$ cat src/rtl/cpu_controller_if.sv
// Control bundle between the controller and the 16-bit datapath/memory.
// master = controller side (drives controls, samples mdata); slave = datapath side.
interface cpu_controller_if;
    logic [15:0] mdata;
    logic [2:0]  readnum;
    logic [2:0]  writenum;
    logic        write;
    logic [1:0]  vsel;
    logic        loada;
    logic        loadb;
    logic        asel;
    logic        bsel;
    logic [1:0]  shift;
    logic [1:0]  ALUop;
    logic        loadc;
    logic        loads;
    logic [15:0] sximm5;
    logic [15:0] sximm8;
    logic [1:0]  mem_cmd;
    logic        addr_sel;
    logic        load_pc;
    logic        reset_pc;
    logic        load_addr;
    logic        halted;

    modport master (
        input  mdata,
        output readnum, writenum, write, vsel, loada, loadb, asel, bsel,
               shift, ALUop, loadc, loads, sximm5, sximm8, mem_cmd,
               addr_sel, load_pc, reset_pc, load_addr, halted
    );

    modport slave (
        output mdata,
        input  readnum, writenum, write, vsel, loada, loadb, asel, bsel,
               shift, ALUop, loadc, loads, sximm5, sximm8, mem_cmd,
               addr_sel, load_pc, reset_pc, load_addr, halted
    );
endinterface

$ cat src/rtl/cpu_controller.sv
// Moore control FSM + decoder for the 16-bit datapath: 5..10 cycles per instruction.
// No backpressure: memory is assumed to answer in the cycle mem_cmd is held.
module cpu_controller (
    input  logic              clk,
    input  logic              reset_n,
    cpu_controller_if.master  bus
);
    localparam logic [1:0] MNONE  = 2'b00;
    localparam logic [1:0] MREAD  = 2'b01;
    localparam logic [1:0] MWRITE = 2'b10;

    typedef enum logic [4:0] {
        S_RST, S_IF1, S_IF2, S_UPDATE_PC, S_DECODE, S_WR_IMM,
        S_GET_A, S_GET_B, S_EXEC, S_WR_RD, S_ADDR, S_LD_ADDR,
        S_MEM_RD, S_WR_MEM, S_GET_RD, S_PASS_RD, S_MEM_WR, S_HALT
    } state_t;

    state_t      r_state;
    state_t      w_next_state;
    logic [15:0] r_ir;

    logic [2:0] w_opcode;
    logic [1:0] w_op;
    logic [4:0] w_opx;
    logic [2:0] w_rn;
    logic [2:0] w_rd;
    logic [1:0] w_sh;
    logic [2:0] w_rm;

    assign w_opcode = r_ir[15:13];
    assign w_op     = r_ir[12:11];
    assign w_opx    = r_ir[15:11];
    assign w_rn     = r_ir[10:8];
    assign w_rd     = r_ir[7:5];
    assign w_sh     = r_ir[4:3];
    assign w_rm     = r_ir[2:0];

    assign bus.sximm5 = {{11{r_ir[4]}}, r_ir[4:0]};
    assign bus.sximm8 = {{8{r_ir[7]}}, r_ir[7:0]};

    always_ff @(posedge clk or negedge reset_n) begin
        if (!reset_n) begin
            r_state <= S_RST;
            r_ir    <= 16'h0000;
        end else begin
            r_state <= w_next_state;
            if (r_state == S_IF2)
                r_ir <= bus.mdata;
        end
    end

    always_comb begin
        w_next_state = r_state;
        case (r_state)
            S_RST:       w_next_state = S_IF1;
            S_IF1:       w_next_state = S_IF2;
            S_IF2:       w_next_state = S_UPDATE_PC;
            S_UPDATE_PC: w_next_state = S_DECODE;
            S_DECODE: begin
                case (w_opx)
                    5'b11010:                   w_next_state = S_WR_IMM;
                    5'b11000, 5'b10111:         w_next_state = S_GET_B;
                    5'b10100, 5'b10101, 5'b10110,
                    5'b01100, 5'b10000:         w_next_state = S_GET_A;
                    default:                    w_next_state = S_HALT;
                endcase
            end
            S_WR_IMM:    w_next_state = S_IF1;
            S_GET_A:     w_next_state = (w_opcode == 3'b011 || w_opcode == 3'b100) ? S_ADDR : S_GET_B;
            S_GET_B:     w_next_state = S_EXEC;
            S_EXEC:      w_next_state = (w_opx == 5'b10101) ? S_IF1 : S_WR_RD;
            S_WR_RD:     w_next_state = S_IF1;
            S_ADDR:      w_next_state = S_LD_ADDR;
            S_LD_ADDR:   w_next_state = (w_opcode == 3'b011) ? S_MEM_RD : S_GET_RD;
            S_MEM_RD:    w_next_state = S_WR_MEM;
            S_WR_MEM:    w_next_state = S_IF1;
            S_GET_RD:    w_next_state = S_PASS_RD;
            S_PASS_RD:   w_next_state = S_MEM_WR;
            S_MEM_WR:    w_next_state = S_IF1;
            S_HALT:      w_next_state = S_HALT;
            default:     w_next_state = S_RST;
        endcase
    end

    always_comb begin
        bus.readnum   = 3'd0;
        bus.writenum  = 3'd0;
        bus.write     = 1'b0;
        bus.vsel      = 2'b00;
        bus.loada     = 1'b0;
        bus.loadb     = 1'b0;
        bus.asel      = 1'b0;
        bus.bsel      = 1'b0;
        bus.shift     = 2'b00;
        bus.ALUop     = 2'b00;
        bus.loadc     = 1'b0;
        bus.loads     = 1'b0;
        bus.mem_cmd   = MNONE;
        bus.addr_sel  = 1'b0;
        bus.load_pc   = 1'b0;
        bus.reset_pc  = 1'b0;
        bus.load_addr = 1'b0;
        bus.halted    = 1'b0;
        case (r_state)
            S_RST: begin
                bus.reset_pc = 1'b1;
                bus.load_pc  = 1'b1;
            end
            S_IF1, S_IF2: begin
                bus.addr_sel = 1'b1;
                bus.mem_cmd  = MREAD;
            end
            S_UPDATE_PC: bus.load_pc = 1'b1;
            S_WR_IMM: begin
                bus.writenum = w_rn;
                bus.vsel     = 2'b10;
                bus.write    = 1'b1;
            end
            S_GET_A: begin
                bus.readnum = w_rn;
                bus.loada   = 1'b1;
            end
            S_GET_B: begin
                bus.readnum = w_rm;
                bus.loadb   = 1'b1;
            end
            S_EXEC: begin
                bus.shift = w_sh;
                case (w_opx)
                    5'b11000: begin bus.asel = 1'b1; bus.ALUop = 2'b00; bus.loadc = 1'b1; end
                    5'b10111: begin bus.asel = 1'b1; bus.ALUop = 2'b11; bus.loadc = 1'b1; end
                    5'b10101: begin bus.ALUop = 2'b01; bus.loads = 1'b1; end
                    default:  begin bus.ALUop = w_op; bus.loadc = 1'b1; end
                endcase
            end
            S_WR_RD: begin
                bus.writenum = w_rd;
                bus.write    = 1'b1;
            end
            S_ADDR: begin
                bus.bsel  = 1'b1;
                bus.loadc = 1'b1;
            end
            S_LD_ADDR: bus.load_addr = 1'b1;
            S_MEM_RD:  bus.mem_cmd   = MREAD;
            S_WR_MEM: begin
                bus.mem_cmd  = MREAD;
                bus.vsel     = 2'b11;
                bus.writenum = w_rd;
                bus.write    = 1'b1;
            end
            S_GET_RD: begin
                bus.readnum = w_rd;
                bus.loadb   = 1'b1;
            end
            S_PASS_RD: begin
                bus.asel  = 1'b1;
                bus.loadc = 1'b1;
            end
            S_MEM_WR: bus.mem_cmd = MWRITE;
            S_HALT:   bus.halted  = 1'b1;
            default: ;
        endcase
    end
endmodule

$ cat src/flat_wrapper.sv
// flat-port wrapper written by rule: the top's interface ports become plain ports
module cpu_controller_flat 
  (clk, reset_n, bus_mdata, bus_readnum, bus_writenum, bus_write, bus_vsel, bus_loada, bus_loadb, bus_asel, bus_bsel, bus_shift, bus_ALUop, bus_loadc, bus_loads, bus_sximm5, bus_sximm8, bus_mem_cmd, bus_addr_sel, bus_load_pc, bus_reset_pc, bus_load_addr, bus_halted);
  cpu_controller_if bus_i ();
  input  logic clk;
  input  logic reset_n;
  input wire logic [$bits(bus_i.mdata)-1:0] bus_mdata;
  output wire logic [$bits(bus_i.readnum)-1:0] bus_readnum;
  output wire logic [$bits(bus_i.writenum)-1:0] bus_writenum;
  output wire logic [$bits(bus_i.write)-1:0] bus_write;
  output wire logic [$bits(bus_i.vsel)-1:0] bus_vsel;
  output wire logic [$bits(bus_i.loada)-1:0] bus_loada;
  output wire logic [$bits(bus_i.loadb)-1:0] bus_loadb;
  output wire logic [$bits(bus_i.asel)-1:0] bus_asel;
  output wire logic [$bits(bus_i.bsel)-1:0] bus_bsel;
  output wire logic [$bits(bus_i.shift)-1:0] bus_shift;
  output wire logic [$bits(bus_i.ALUop)-1:0] bus_ALUop;
  output wire logic [$bits(bus_i.loadc)-1:0] bus_loadc;
  output wire logic [$bits(bus_i.loads)-1:0] bus_loads;
  output wire logic [$bits(bus_i.sximm5)-1:0] bus_sximm5;
  output wire logic [$bits(bus_i.sximm8)-1:0] bus_sximm8;
  output wire logic [$bits(bus_i.mem_cmd)-1:0] bus_mem_cmd;
  output wire logic [$bits(bus_i.addr_sel)-1:0] bus_addr_sel;
  output wire logic [$bits(bus_i.load_pc)-1:0] bus_load_pc;
  output wire logic [$bits(bus_i.reset_pc)-1:0] bus_reset_pc;
  output wire logic [$bits(bus_i.load_addr)-1:0] bus_load_addr;
  output wire logic [$bits(bus_i.halted)-1:0] bus_halted;
  assign bus_i.mdata = bus_mdata;
  assign bus_readnum = bus_i.readnum;
  assign bus_writenum = bus_i.writenum;
  assign bus_write = bus_i.write;
  assign bus_vsel = bus_i.vsel;
  assign bus_loada = bus_i.loada;
  assign bus_loadb = bus_i.loadb;
  assign bus_asel = bus_i.asel;
  assign bus_bsel = bus_i.bsel;
  assign bus_shift = bus_i.shift;
  assign bus_ALUop = bus_i.ALUop;
  assign bus_loadc = bus_i.loadc;
  assign bus_loads = bus_i.loads;
  assign bus_sximm5 = bus_i.sximm5;
  assign bus_sximm8 = bus_i.sximm8;
  assign bus_mem_cmd = bus_i.mem_cmd;
  assign bus_addr_sel = bus_i.addr_sel;
  assign bus_load_pc = bus_i.load_pc;
  assign bus_reset_pc = bus_i.reset_pc;
  assign bus_load_addr = bus_i.load_addr;
  assign bus_halted = bus_i.halted;
  cpu_controller u_core (.clk(clk), .reset_n(reset_n), .bus(bus_i));
endmodule
$ cat config.mk
export PLATFORM = sky130hd
export DESIGN_NAME = cpu_controller_flat
export DESIGN_NICKNAME = d
export VERILOG_FILES = /design/src/rtl/cpu_controller_if.sv /design/src/rtl/cpu_controller.sv /design/src/flat_wrapper.sv
export SDC_FILE = /design/constraint.sdc
export NUM_CORES = 1
export LEC_CHECK = 0
export CAP_MARGIN = 15
export CELL_PAD_IN_SITES_DETAIL_PLACEMENT = 1
export CELL_PAD_IN_SITES_GLOBAL_PLACEMENT = 2
export CORE_MARGIN = 2
export CORE_UTILIZATION = 23
export DETAILED_ROUTE_END_ITERATION = 8
export GPL_TIMING_DRIVEN = 0
export PLACE_DENSITY = 0.78
export REMOVE_ABC_BUFFERS = 1
export SETUP_SLACK_MARGIN = 0.2
export SYNTH_ARGS = -nofsm -noshare
export SYNTH_HDL_FRONTEND = slang
export SYNTH_SLANG_ARGS = --single-unit
$ cat constraint.sdc
create_clock -name clk -period 1.8 [get_ports clk]
set_clock_uncertainty 0.1 [all_clocks]
set_input_delay 0.18 -clock clk [delete_from_list [all_inputs] [get_ports clk]]
set_output_delay 0.18 -clock clk [all_outputs]
set_load 0.02 [all_outputs]
==> metrics <==
I/O pins 76; status complete, but fails checks; Initial Util 0.237; CP startpoint kind flop; r2r endpoint u_core.r_state[0]; final hold vios 0; R2R Path Start u_core.r_state[0]; antenna viol nets, final 0; Longest Clk Path Bufs 2; CTS tree yes; Area Overhead vs Synth 94.8%; min cycle time layout roughly 2.0 ns; share of layout cells above drive strength 1 0.615; Avg Cell Area, Syn ~9 um2; peak supply drop between 0.7 and 0.8 mV; CTS Sinks 21; warnings from Yosys 0; Final #Nets 294; normalized max-slew margin 0.329; Rows 30; core footprint slightly below 0.007 mm2; area post-placement approximately 0.0022 mm2; setup TNS -1.95 ns; IO buf count 75; post-place setup slack -0.675 ns; ant diodes 0; Pleak 1.45 nW; total gr overflow 0; first-pass GRT wire length about 9200 um; final worst slack -0.183 ns; Clock Tree Root clkbuf_8; GRT Util Overall 0.154; clk slew on worst S/H paths around 0.090 ns; R2R depth 6; drt wl/cell 17.8 um; unrepaired setup endpoints after global routing true; post-synthesis async set-or-reset flop share 1.00; CTS Hold Bufs 0; Cells after Synth around 180; Worst EP arrival 2.06 ns; vias in the first global route ~1.7k; initial antenna violation count 0; count of cell types in the netlist 42; Register-to-Register Setup Slack -0.18 ns; fillcell total between 700 and 800; RePlAce Congestion 0.742; Seq/Total Area, Yosys 0.327; max-cap viol count 0; DR iter-0 viols 41; GRT Max-Usage Layer met2; met2 usage 0.275; EDFF count, synth 0; Die Height between 80 and 90 um; total power around 6.1 mW; top post-synthesis cells by count buf_4 (32), dfrtp_1 (21), nor2_1 (20); Die Wd 87.6 um; vias per cell ~4.7; M3 GR Usage 0.0170; Worst Path Max Fanout 5; Worst Setup Path Type flop to flop; measured slew at the worst slew-check pin about 1 ns; ys flop type dfrtp_1; Via Count approximately 1.7k; Pwr Density roughly 2000 mW/mm2; fin. max-slew vios 0; most frequent cell after synthesis buf_4; failing checks setup timing; WP data required 1.88 ns; Critical Path Start u_core.r_state[0]; Residual DRC 0; Yosys top cell by area dfrtp_1; #FFs+latches synth 21; post-DP HPWL 3380 um; mapped cell area between 0.0015 and 0.002 mm2; top cell type's share of synthesized area 0.327; clk_lat worst skew about 0.27 ns; Crit. End Element flop; 1st-pass router iterations 4; Final Instance Area ~0.0031 mm2; fmax a little over 0.5 GHz; largest net degree at the start of global routing 22; Num CTS Buffers 3; GR Util met1 0.194; final setup fails 17; Final Routed Wirelength roughly 6600 um; die area approximately 0.0077 mm2; H-tree depth 1; crit share post-route 1.10; Area contributors post-synth dfrtp_1 (33%), buf_4 (15%), mux2_1 (7.0%); Hold Crit Class input port to async pin
==> metrics by stage <==
stage / utilization / std cells / hold slack (ns)
2_1_floorplan: - / 144 / -0.216
3_5_place_dp: 0.324 / 315 / 0.419
6_report: 0.461 / 371 / 0.351
4_1_cts: 0.393 / 351 / 0.397
5_1_grt: 0.461 / 371 / 0.412
3_3_place_gp: 0.324 / 315 / 0.402
==> layout make-up <==
type	count	area (um2)	area share
Multi-Input combinational cell	122	1200	0.382
Clock buffer	3	41.3	0.0132
Tap cell	96	120	0.0383
Inverter	2	13.8	0.00439
Timing Repair Buffer	126	1220	0.388
Sequential cell	21	538	0.172
Clock inverter	1	5.00	0.00160
==> cells by family after synthesis <==
logic type	Yosys count	share of synthesized area
buffers and inverters	42	0.180
DFF	21	0.327
muxes	18	0.125
AOI/OAI and AO/OA	29	0.129
and+or+nand+nor	74	0.240
==> flip-flops by register name, summed over array words and instances (netlist names) <==
signal          flops
u_core.r_ir        16
u_core.r_state      5
==> cells in the final DEF, fill, tap and decap left out, types with 2 or more instances in the layout <==
master / netlist / layout
buf_6: 1 / 35
clkbuf_8: 0 / 3
and2_4: 0 / 4
dlymetal6s2s_1: 0 / 7
nand2_8: 0 / 3
mux2_4: 0 / 15
nor3_4: 0 / 2
mux2_2: 7 / 2
dfrtp_1: 21 / 11
nor2b_1: 6 / 2
nor3_2: 0 / 2
nand2_1: 17 / 12
nand2_2: 0 / 2
nand3_1: 2 / 2
a22oi_2: 0 / 5
nand3b_1: 2 / 2
o21ai_0: 2 / 2
dfrtp_2: 0 / 10
buf_12: 0 / 2
buf_8: 0 / 2
nor2_1: 20 / 7
buf_2: 3 / 4
nand2b_4: 0 / 4
dlygate4sd2_1: 0 / 24
a21oi_1: 6 / 2
buf_4: 32 / 34
nand2b_1: 6 / 2
clkdlybuf4s50_1: 0 / 18
a21o_1: 2 / 2
nor2b_4: 0 / 4
o21a_1: 2 / 2
or2_2: 4 / 4
nor2_4: 0 / 12
a21oi_2: 0 / 4
==> worst max-delay path, stage by stage, from the launching register on <==
cell	delay (ns)
dfrtp_2	0.46
buf_6	0.14
or3_4	0.36
buf_6	0.13
or2_4	0.27
o32a_1	0.32
o211ai_2	0.10
==> worst max-delay path by stage <==
stage	cells past startpoint	endpoint	slack, ns
2_1_floorplan	1	bus_shift[1]	-0.76
3_3_place_gp	4	bus_loadb	-0.69
3_5_place_dp	5	bus_readnum[0]	-0.67
4_1_cts	5	bus_ALUop[0]	-0.15
5_1_grt	6	bus_readnum[2]	-0.24
6_report	6	u_core.r_state[0]	-0.18
==> power by group <==
group | switching, mW | internal, mW
Sequential | 0.396 | 0.731
Combinational | 2.35 | 2.33
Clock | 0.180 | 0.155
==> per-layer routing <==
layer / vias to the layer above / share of wire
met5: - / 0
met4: 0 / 0.024
met3: 11 / 0.042
met2: 65 / 0.53
met1: 867 / 0.40
li1: 791 / -
==> what timing repair did <==
item                       CTS  global route
buffers inserted            31            20
cloned                       1             0
gates resized for setup    229            77
pin swaps                   18            21
setup endpoints to repair   70            53
hold endpoints to repair     0             0
(Power assumes the default switching activity.)
